==> config.mk <==
export PLATFORM = sky130hd
export DESIGN_NAME = vdu_mem_arbiter
export DESIGN_NICKNAME = d
export VERILOG_FILES = /design/src/rtl/vdu_mem_arbiter.sv
export SDC_FILE = /design/constraint.sdc
export NUM_CORES = 1
export LEC_CHECK = 0
export ABC_AREA = 1
export ABC_CLOCK_PERIOD_IN_PS = 4190
export CAP_MARGIN = 20
export CORE_UTILIZATION = 39
export CTS_CLUSTER_DIAMETER = 120
export DETAILED_ROUTE_END_ITERATION = 10
export GPL_ROUTABILITY_DRIVEN = 0
export PLACE_DENSITY = 0.84
export SLEW_MARGIN = 5
export SYNTH_ARGS = -nofsm -noshare
export SYNTH_HDL_FRONTEND = slang
export SYNTH_SLANG_ARGS = --single-unit
==> constraint.sdc <==
create_clock -name i_clk -period 4.19 [get_ports i_clk]
set_input_delay 0.419 -clock i_clk [delete_from_list [all_inputs] [get_ports i_clk]]
set_output_delay 0.419 -clock i_clk [all_outputs]
set_load 0.02 [all_outputs]
==> src/rtl/vdu_mem_arbiter.sv <==
`timescale 1ns/1ps
// Arbiter for the single-port display BRAM: VDU fetches win every cycle, CPU gets idle slots.
// Latency: VDU read data one cycle after its enable; uncontended CPU access acks 4 cycles after the strobe.
// Backpressure: CPU waits in PEND while the VDU reads; o_cpu_busy high until ack; strobes while busy are dropped.
// Optional VDU_ARB_STATS_EN adds stall statistics outputs (o_stall_cycles, o_max_stall).
module vdu_mem_arbiter #(
  parameter logic [15:0] BASE_ADDR = 16'h0200,
  parameter int unsigned DISP_SIZE = 512,
  localparam int AW = $clog2(DISP_SIZE)
) (
  input  logic          i_clk,
  input  logic          i_rst_n,
  input  logic          i_vdu_read_en,
  input  logic [15:0]   i_vdu_read_addr,
  output logic [7:0]    o_vdu_data,
  input  logic          i_cpu_req,
  input  logic          i_cpu_we,
  input  logic [15:0]   i_cpu_addr,
  input  logic [7:0]    i_cpu_wdata,
  output logic          o_cpu_sel,
  output logic          o_cpu_busy,
  output logic          o_cpu_ack,
  output logic [7:0]    o_cpu_rdata,
  output logic          o_mem_en,
  output logic          o_mem_we,
  output logic [AW-1:0] o_mem_addr,
  output logic [7:0]    o_mem_wdata,
  input  logic [7:0]    i_mem_rdata
`ifdef VDU_ARB_STATS_EN
  ,
  output logic [15:0]   o_stall_cycles,
  output logic [7:0]    o_max_stall
`endif
);

  localparam logic [1:0] S_IDLE = 2'd0;
  localparam logic [1:0] S_PEND = 2'd1;
  localparam logic [1:0] S_WAIT = 2'd2;
  localparam logic [1:0] S_DONE = 2'd3;

  logic [1:0]    state_q, state_d;
  logic          ack_q;
  logic [7:0]    rdata_q;
  logic [7:0]    cap_q;
  logic          we_q;
  logic [AW-1:0] addr_q;
  logic [7:0]    wdata_q;
  logic [15:0]   cpu_off;
  logic          accept;
  logic          unused_vdu_hi;

  // Offset is unsigned 16-bit so addresses below the base wrap high and miss.
  assign cpu_off       = i_cpu_addr - BASE_ADDR;
  assign o_cpu_sel     = ({16'd0, cpu_off} < DISP_SIZE);
  assign accept        = i_cpu_req && o_cpu_sel && (state_q == S_IDLE);
  assign o_cpu_busy    = (state_q != S_IDLE);
  assign o_cpu_ack     = ack_q;
  assign o_cpu_rdata   = rdata_q;
  assign o_vdu_data    = i_mem_rdata;
  assign o_mem_wdata   = wdata_q;
  assign unused_vdu_hi = ^i_vdu_read_addr[15:AW];

  // Memory port mux: VDU owns the port whenever it reads, CPU only from PEND.
  always_comb begin
    o_mem_en   = 1'b0;
    o_mem_we   = 1'b0;
    o_mem_addr = addr_q;
    if (i_vdu_read_en) begin
      o_mem_en   = 1'b1;
      o_mem_addr = i_vdu_read_addr[AW-1:0];
    end else if (state_q == S_PEND) begin
      o_mem_en   = 1'b1;
      o_mem_we   = we_q;
    end
  end

  // Next-state logic for the single-outstanding CPU access.
  always_comb begin
    state_d = state_q;
    case (state_q)
      S_IDLE:  if (accept) state_d = S_PEND;
      S_PEND:  if (!i_vdu_read_en) state_d = S_WAIT;
      S_WAIT:  state_d = S_DONE;
      S_DONE:  state_d = S_IDLE;
      default: state_d = S_IDLE;
    endcase
  end

  // Control state, ack pulse and CPU read data.
  always_ff @(posedge i_clk) begin
    if (!i_rst_n) begin
      state_q <= S_IDLE;
      ack_q   <= 1'b0;
      rdata_q <= 8'h00;
    end else begin
      state_q <= state_d;
      ack_q   <= (state_q == S_DONE);
      if (state_q == S_DONE && !we_q) begin
        rdata_q <= cap_q;
      end
    end
  end

  // Latch the CPU op on accept; capture BRAM output at the end of WAIT, because a
  // VDU fetch during WAIT would overwrite the BRAM output register before DONE.
  always_ff @(posedge i_clk) begin
    if (accept) begin
      we_q    <= i_cpu_we;
      addr_q  <= cpu_off[AW-1:0];
      wdata_q <= i_cpu_wdata;
    end
    if (state_q == S_WAIT) begin
      cap_q <= i_mem_rdata;
    end
  end

`ifdef VDU_ARB_STATS_EN
  logic [15:0] stall_cnt_q;
  logic [7:0]  max_stall_q;
  logic [7:0]  cur_stall_q;
  logic [7:0]  cur_stall_inc;

  assign cur_stall_inc  = (cur_stall_q == 8'hFF) ? 8'hFF : cur_stall_q + 8'd1;
  assign o_stall_cycles = stall_cnt_q;
  assign o_max_stall    = max_stall_q;

  // Saturating totals of PEND cycles lost to the VDU, and the longest single wait.
  always_ff @(posedge i_clk) begin
    if (!i_rst_n) begin
      stall_cnt_q <= 16'h0000;
      max_stall_q <= 8'h00;
      cur_stall_q <= 8'h00;
    end else if (accept) begin
      cur_stall_q <= 8'h00;
    end else if (state_q == S_PEND && i_vdu_read_en) begin
      cur_stall_q <= cur_stall_inc;
      if (stall_cnt_q != 16'hFFFF) stall_cnt_q <= stall_cnt_q + 16'd1;
      if (cur_stall_inc > max_stall_q) max_stall_q <= cur_stall_inc;
    end
  end
`endif

endmodule

-- Yosys cells after proc, flatten, opt, wreduce, memory -nomap -nowiden
Index checks and enable logic that the tools add are counted.
- input port bits: 53
- register bits after elaboration: 37
- logic and storage cells: 29
- output and inout bits: 38
- multiplexer cells: 8
- eq/ne operators: 5
- reduce and logical (&&, ||, !) cells: 7
- $add $sub $neg: 1
- order comparisons: 1
- operators with widths (operator ; number):
    less-than comparator 16 x 10 -> 1 bit (second input constant) ; 1
    subtractor 16 x 10 -> 16 bit (second input constant) ; 1
    2-to-1 mux 9 bit ; 1
    one-hot mux 2 bit (4 select lines) ; 1
    equality test 2 bit (second input constant) ; 2
    2-to-1 mux 1 bit ; 4
    2-to-1 mux 2 bit ; 2
    inequality test 2 bit (second input constant) ; 2
    logical AND 1 bit ; 3
    equality test 2 x 1 -> 1 bit (second input constant) ; 1
    logical NOT 2 bit ; 1
    AND reduction 2 bit ; 1
    nonzero test 2 bit ; 1
    logical NOT 1 bit ; 1

-- Logic depth before layout (Yosys ltp)
Gate-level depths: netlist (run 1).
- depth after elaboration: 6
- depth in mapped cells: 10

-- Worst setup path after synthesis (run 1)
OpenSTA, ideal clock, no wires.
- kind: input -> register
- from: in i_cpu_addr[9]
- to: reg addr_q[0], enable pin
- arrival: 1.782 ns
- data required time: 3.797 ns
- slack: 2.015 ns
- setup time: 0.393 ns
- path buffers: 0
- stages on the path: 6
- path through: inv_1 > ha_1 > nand2_1 > a21oi_1 > nand3_1 > nor2_1
- longest elaborated chain between the ends: 4
- RTL lines (item ; RTL line ; RTL):
    from (decl) ; 18 ; input logic [15:0] i_cpu_addr,
    subtractor 16 x 10 -> 16 bit ; 53 ; assign cpu_off = i_cpu_addr - BASE_ADDR;
    less-than comparator 16 x 10 -> 1 bit ; 54 ; assign o_cpu_sel = ({16'd0, cpu_off} < DISP_SIZE);
    logical AND 1 bit (2 in series) ; 55 ; assign accept = i_cpu_req && o_cpu_sel && (state_q == S_IDLE);
    net accept ; 49 ; logic accept;
    to (signal assigned) ; 109 ; addr_q <= cpu_off[AW-1:0];
    to (decl) ; 46 ; logic [AW-1:0] addr_q;
The timed path passes the listed nets, and every way through them passes these cells.
A chain may end at the register's enable or synchronous reset.

-- Worst setup path after layout (run 1)
- from: in i_vdu_read_en
- to: out o_mem_en
- longest elaborated chain between the ends: 1
- RTL lines (item ; RTL line ; RTL):
    from (decl) ; 13 ; input logic i_vdu_read_en,
    2-to-1 mux 1 bit ; 68 ; if (i_vdu_read_en) begin
    to (decl) ; 24 ; output logic o_mem_en,
Every way passes these cells.

==> results of run 1 <==
[Yosys cell counts (all sizes together)]
| library cell | number |
|---|---|
| a21oi | 3 |
| o21ai | 8 |
| clkbuf | 2 |
| nor2 | 24 |
| edfxtp | 26 |
| nand3 | 3 |
| nand2 | 36 |
| dfxtp | 11 |
| nor3 | 1 |
| and2 | 1 |
| inv | 11 |
| ha | 6 |
| buf | 8 |
| clkinv | 1 |
[power groups by stage]
stage / logic (W) / registers [W] / clock network (W)
4_1_cts: 0.000244 / 0.000440 / 0.000245
3_5_place_dp: 0.000241 / 0.000448 / 0
3_3_place_gp: 0.000232 / 0.000446 / 0
2_1_floorplan: 0.000125 / 0.000451 / 0
5_1_grt: 0.000267 / 0.000443 / 0.000262
6_report: 0.000243 / 0.000440 / 0.000238
[logic make-up after synthesis]
logic type,after synthesis
adders and majority gates,6
and+or+nand+nor,65
DFF,37
AOI/OAI and AO/OA,11
buffers and inverters,22
[flip-flops by register name, summed over array words and instances, names as in the netlist]
name         cells
o_mem_wdata      8
state_q          2
addr_q           9
we_q             1
o_cpu_rdata      8
cap_q            8
o_cpu_ack        1
[per-stage QoR]
| stage | setup slack [ns] | cells |
|---|---|---|
| after global placement | 1.50 | 263 |
| final | 1.47 | 271 |
| after global routing | 1.33 | 271 |
| after detailed placement | 1.49 | 263 |
| after CTS | 1.48 | 271 |
| after floorplan | 2.02 | 141 |
[worst max path at each step]
stage,start,cells past startpoint,end
after global routing,i_vdu_read_en,5,o_mem_addr[2]
after global placement,i_vdu_read_en,4,o_mem_en
final,i_vdu_read_en,4,o_mem_en
after detailed placement,i_vdu_read_en,4,o_mem_en
after CTS,i_vdu_read_en,4,o_mem_en
after floorplan,i_cpu_addr[9],6,addr_q[0]$_DFFE_PP_
[final cells by class]
cell class / instances / area, um2
Clock buffer: 5 / 68.8
Timing Repair Buffer: 84 / 838
Clock inverter: 3 / 16.3
Sequential cell: 37 / 1000
Multi-Input combinational cell: 82 / 385
Fill cell: 297 / 1250
Tap cell: 48 / 60.1
Inverter: 12 / 45.0
[critical path: stages]
cell             delay, ns
clkdlybuf4s50_1       0.74
clkinv_1              0.37
nand2_1               0.14
clkdlybuf4s50_1       0.63
[routing by layer]
layer | GRT usage (%) | wire [um] | vias to the layer above
met4 | 9.66 | 87 | 0
li1 | - | - | 611
met1 | 15.3 | 1210 | 547
met2 | 27.9 | 1620 | 49
met3 | 5.54 | 148 | 8
met5 | 0 | 0 | -
==> results.md, run 1 <==
* Outcome: completed
* Final WL at 3070 um
* Combinational share of power at 26.4%
* Total core area at 3660 um2
* Pleak at 0.956 nW
* Clk buf depth at 2
* Sequential fraction of the synthesis area at between 60% and 70%
* Initial Utilization at approximately two fifths
* Ys Warns at 0
* RSZ-0062 raised after global routing: no
* Synthesized cell area at ~1500 um2
* Pin count of the biggest net entering global routing at 19
* Mux cell area share after synthesis at 0%
* # setup viols final at 0
* Pwr per Cell Area at approximately 380 nW/um2
* Crit path launch type: primary input
* Simple-Gate Fraction of Synth Area at ~17%
* Die height at 64.0 um
* Tmin final at 2.72 ns
* Worst-skew pair later-pin latency at about 0.29 ns
* Clock skew at 0.00662 ns
* Pre-antenna DRT Iters at 4
* Total negative slack at 0 ns
* Setup crit end kind: output port
* Mean area per synthesized cell at 10.6 um2
* Min-delay worst type: reg2reg
* Internal at between 0.0006 and 0.0007 W
* Min-Delay Startpoint: o_cpu_rdata[3]$_SDFFE_PN0P_
* Initial antenna violation count at 0
* Actual slew at the worst max-slew pin at 0.439 ns
* Setup bufs post-CTS at 0
* Hold path depth at 2
* Kind of critical path: in2out
* Crit Reg-Reg Startpoint: state_q[0]$_SDFFE_PN0P_
* Slew HR at a little over two thirds
* Total Power at approximately 0.00092 W
* Syn_nets at 200
* TritonCTS Buffers at 5
* Vias in the first global route at ~1100
* Compound-Gate Fraction of Synth Area at 3.67%
* Sw Ratio at about 29%
* Post-CTS resize count at 0
* Top-area cell type share of the netlist area at a little over half
* R2r setup slk at between 2 and 3 ns
* Root Driver: clkbuf_8
* Design area at 2410 um2
* Psw at approximately 0.00026 W
* DR vias at roughly 1200
* Dominant cell type by area after synthesis: edfxtp_1
* Rows at 22
* Final Slew Violations at 0
* DIE AREA at around 4100 um2
* Worst hold endpoint: o_cpu_rdata[3]$_SDFFE_PN0P_
* Starting DRC count in detailed routing at 24
* IO Count at 91
* Placement Cell Area at about 2300 um2
* Clock Sinks at 37
* Hpwl dp at between 2000 and 2500 um
* Fmax at 0.368 GHz
* Post-route clock period utilization at between 60 and 70%
* Hold_buf cts at 0
* Gr usage total at approximately 16%
* Main combinational cell family by area after synthesis: simple AND/OR/NAND/NOR gates
* Routed Antenna Nets at 0
* Reg clk slew, reported paths at around 0.070 ns
* WL/cell at around 11 um
* Arrival time of the worst setup path at 2.30 ns
* Synth area leaders: edfxtp_1 52%, dfxtp_1 15%, nand2_1 8.8%
* Worst Reg-to-Reg Cells at 5
* CTS tree: built
* Most frequent cells in the layout: 83 x clkdlybuf4s50_1, 35 x nand2_1, 26 x edfxtp_1
* Clock share of power at approximately 26%
* Max FO, Critical Path at 12
* First-pass GRT wire length at 4660 um
* Antenna diodes at 0
* Area Overhead vs Synth at 61.1%
* Post-Syn Instances at approximately 140
* Final hold viol count at 0
* Hold_ws at 0.481 ns
* Die W at roughly 64 um
* IR drop worst, VDD at roughly 0.23 mV
* Port-buffer cells at just over 80
* Synth Area in XOR/XNOR at 0%
* Synthesized-area fraction occupied by adder cells at ~5%
* Max cap viols at 0
* Yosys cell types at 15
* Layout net count at 281
* Seq pwr share at between 40% and 50%
* H-tree depth at 2
* GRT overflow at 0
* Share of cells above drive strength 1 at 4.93%
* Number of register bits inferred by synthesis at 37
* Vias/cell at 4.48
* Finished Core Util at ~66%
* DRC viols at 0
* Worst r2r dst: o_mem_wdata[3]$_DFFE_PP_
* Crit path required time at between 3 and 4 ns
* Commonest non-fill, non-tap cell in the layout: clkdlybuf4s50_1
(Power assumes the default switching activity.)
==> run 2: changes to the inputs <==
- ABC_CLOCK_PERIOD_IN_PS: 4190 -> 2300
- CORE_UTILIZATION: 39 -> 33
- PLACE_DENSITY: 0.84 -> 0.75
- clock period: 4.19 -> 2.3 ns (I/O delays scaled with it)
==> run 2 against run 1 <==
Effect of this change: clock skew grew 0.0011 ns; critical path type unchanged; largest cell class unchanged; highest routed layer unchanged; global-route usage decreased by 1.7 points; non-clock buffer count increased by 1; first-iteration DRC count increased by 33%.
==> results.md, run 2 (synthesized netlist as in run 1, its figures left out) <==
* Outcome: completed
* Seq pwr share at 45.2% (-2.5 points)
* Final Slew Violations at 0 (unchanged)
* Pwr per Cell Area at 718 nW/um2 (+88%)
* Most flops, register: addr_q
* Worst Reg-to-Reg Cells at 5 (unchanged)
* CP max stage cell: clkdlybuf4s50_1
* Final Non-Filler Cells at 276 (+1.8%)
* Commonest non-fill, non-tap cell in the layout: clkdlybuf4s50_1
* Area Overhead vs Synth at 64.6%
* Crit-path cells: clkdlybuf4s50_1 > clkinvlp_4 > nand2_1 > clkdlybuf4s50_1
* Arrival time of the worst setup path at 1.90 ns (-0.40 ns)
* Vias/cell at 4.25 (-5.1%)
* Pleak at 0.985 nW (+3.1%)
* Register area at 1000 um2 (unchanged)
* Tmin final at about 2.1 ns
* Starting DRC count in detailed routing at 32 (+33%)
* TritonCTS Buffers at 5 (unchanged)
* Hpwl dp at 2490 um (+7.1%)
* CTS tree: built
* Slew HR at 73.6% (+3.0 points)
* Fillers at 388 (+31%)
* Initial antenna violation count at 0 (unchanged)
* Routed Antenna Nets at 0 (unchanged)
* Layout net count at 282 (+0.36%)
* Share of cells above drive strength 1 at 4.91% (-0.022 points)
* Worst-skew pair later-pin latency at 0.28 ns (about the same)
* Largest register FFs at 9 (unchanged)
* DIE AREA at 4820 um2 (+18%)
* Kind of critical path: in2out
* Post-route clock period utilization at roughly 93%
* Clock Sinks at 37 (unchanged)
* Clock skew at 0.00771 ns (+0.00109 ns)
* Hold path depth at 2 (unchanged)
* Max cap viols at 0 (unchanged)
* Final WL at 3170 um (+3.2%)
* Multi-input logic area at 385 um2 (unchanged)
* DR vias at 1174 (-3.4%)
* GRT overflow at 0 (unchanged)
* Psw at 0.000462 W (+75%)
* # setup viols final at 0 (unchanged)
* Pin count of the biggest net entering global routing at 19 (unchanged)
* DRC viols at 0 (unchanged)
* Gr usage total at 13.9% (-1.7 points)
* Clock share of power at 30.2% (+4.3 points)
* Combinational share of power at 24.7% (-1.7 points)
* Fmax at 0.469 GHz
* Crit path launch type: primary input
* IO Count at 91 (unchanged)
* Port-buffer cells at 83 (unchanged)
* WL/cell at 11.5 um (+1.3%)
* Crit path top cell by count: clkdlybuf4s50_1
* Reg clk slew, reported paths at 0.06 ns (about the same)
* Total negative slack at 0 ns (unchanged)
* Die W at 69.4 um (+8.4%)
* Min-delay worst type: reg2reg
* Total core area at 4350 um2 (+19%)
* H-tree depth at 2 (unchanged)
* First-pass GRT wire length at 5160 um (+11%)
* Root Driver: clkbuf_8
* Internal at 0.00131 W (+99%)
* IR drop worst, VDD at 0.326 mV (+41%)
* Antenna diodes at 0 (unchanged)
* Post-Place Cells at 268 (+1.9%)
* Actual slew at the worst max-slew pin at 0.396 ns (-0.0429 ns)
* Crit path required time at 2.07 ns (-1.70 ns)
* Clk buf depth at 2 (unchanged)
* Initial Utilization at 34.4% (-6.5 points)
* Die height at 69.4 um (+8.4%)
* Sw Ratio at 26.1% (-2.6 points)
* Rows at 24 (+9.1%)
* Vias in the first global route at 1114 (+2.3%)
* Setup crit end kind: output port
* Max FO, Critical Path at 10 (-2)
* Pre-antenna DRT Iters at 4 (unchanged)
* CP peak stage delay at 0.67 ns (-0.07 ns)
* Final hold viol count at 0 (unchanged)
* Most frequent cells in the layout: 82 x clkdlybuf4s50_1, 35 x nand2_1, 26 x edfxtp_1
* RSZ-0062 raised after global routing: no
* Total Power at 0.00177 W (+92%)
run 2: changes by cell type in the layout (fill, tap and decap cells not counted), sizes merged:
cell,delta
clkbuf,+1
clkinv,-2
clkinvlp,+1
bufinv,+1
inv,-1
dlymetal6s2s,+1
buf,+1
clkdlybuf4s50,-1
run 2: cell type report:
cell class                 count  area share [%]
tap                           52            2.64
timing repair buffer          85            34.9
multi-input combinational     82            15.6
sequential                    37            40.6
inverter                      12            1.98
clock buffer                   6            2.94
clock inverter                 2            1.37
run 2: final timing paths:
path,start,to,slack (ns)
max,i_vdu_read_en,o_mem_en,0.17
min,o_cpu_rdata[1]$_SDFFE_PN0P_,o_cpu_rdata[1]$_SDFFE_PN0P_,0.49
max reg2reg,state_q[0]$_SDFFE_PN0P_,addr_q[6]$_DFFE_PP_,0.90
min reg2reg,o_cpu_rdata[1]$_SDFFE_PN0P_,o_cpu_rdata[1]$_SDFFE_PN0P_,0.49
run 2: metrics by stage:
step / setup WS (ns) / util, % / hold slack, ns / area (um2)
3_5_place_dp: 0.114 / 54.1 / 0.475 / 2350
6_report: 0.166 / 56.7 / 0.486 / 2470
2_1_floorplan: 0.314 / - / 0.329 / 1500
4_1_cts: 0.109 / 56.5 / 0.487 / 2460
3_3_place_gp: 0.110 / 54.1 / 0.462 / 2350
5_1_grt: 0.0189 / 56.7 / 0.482 / 2470
run 2: timing repair:
| action | 4_1_cts | 5_1_grt |
|---|---|---|
| resized for setup | 0 | 2 |
| hold buffers | 0 | 0 |
| buffers inserted | 0 | 0 |
| setup endpoints to repair | 0 | 8 |
run 2: routing by layer:
layer | vias to the layer above | track usage, % | wire length [um]
li1 | 611 | - | -
met1 | 517 | 15.7 | 1180
met2 | 39 | 24.7 | 1740
met3 | 7 | 4.07 | 172
met4 | 0 | 5.44 | 68
met5 | - | 0 | 0
run 2: worst max-delay path: cells and delay by family:
family	cells	cell delay (ns)
buffers and inverters	3	1.56
AND/OR/NAND/NOR	1	0.11
run 2: power groups by stage:
| stage | logic (W) | clock network, W | registers (W) |
|---|---|---|---|
| after floorplan | 0.000227 | 0 | 0.000822 |
| after global placement | 0.000428 | 0 | 0.000812 |
| after detailed placement | 0.000441 | 0 | 0.000815 |
| after CTS | 0.000443 | 0.000546 | 0.000800 |
| after global routing | 0.000487 | 0.000569 | 0.000806 |
| final | 0.000436 | 0.000534 | 0.000800 |
==> run 3: changes to the inputs <==
- SLEW_MARGIN: 5 -> default
==> results of run 3 <==
Final layout, timing and power as in run 2 (identical DEF).
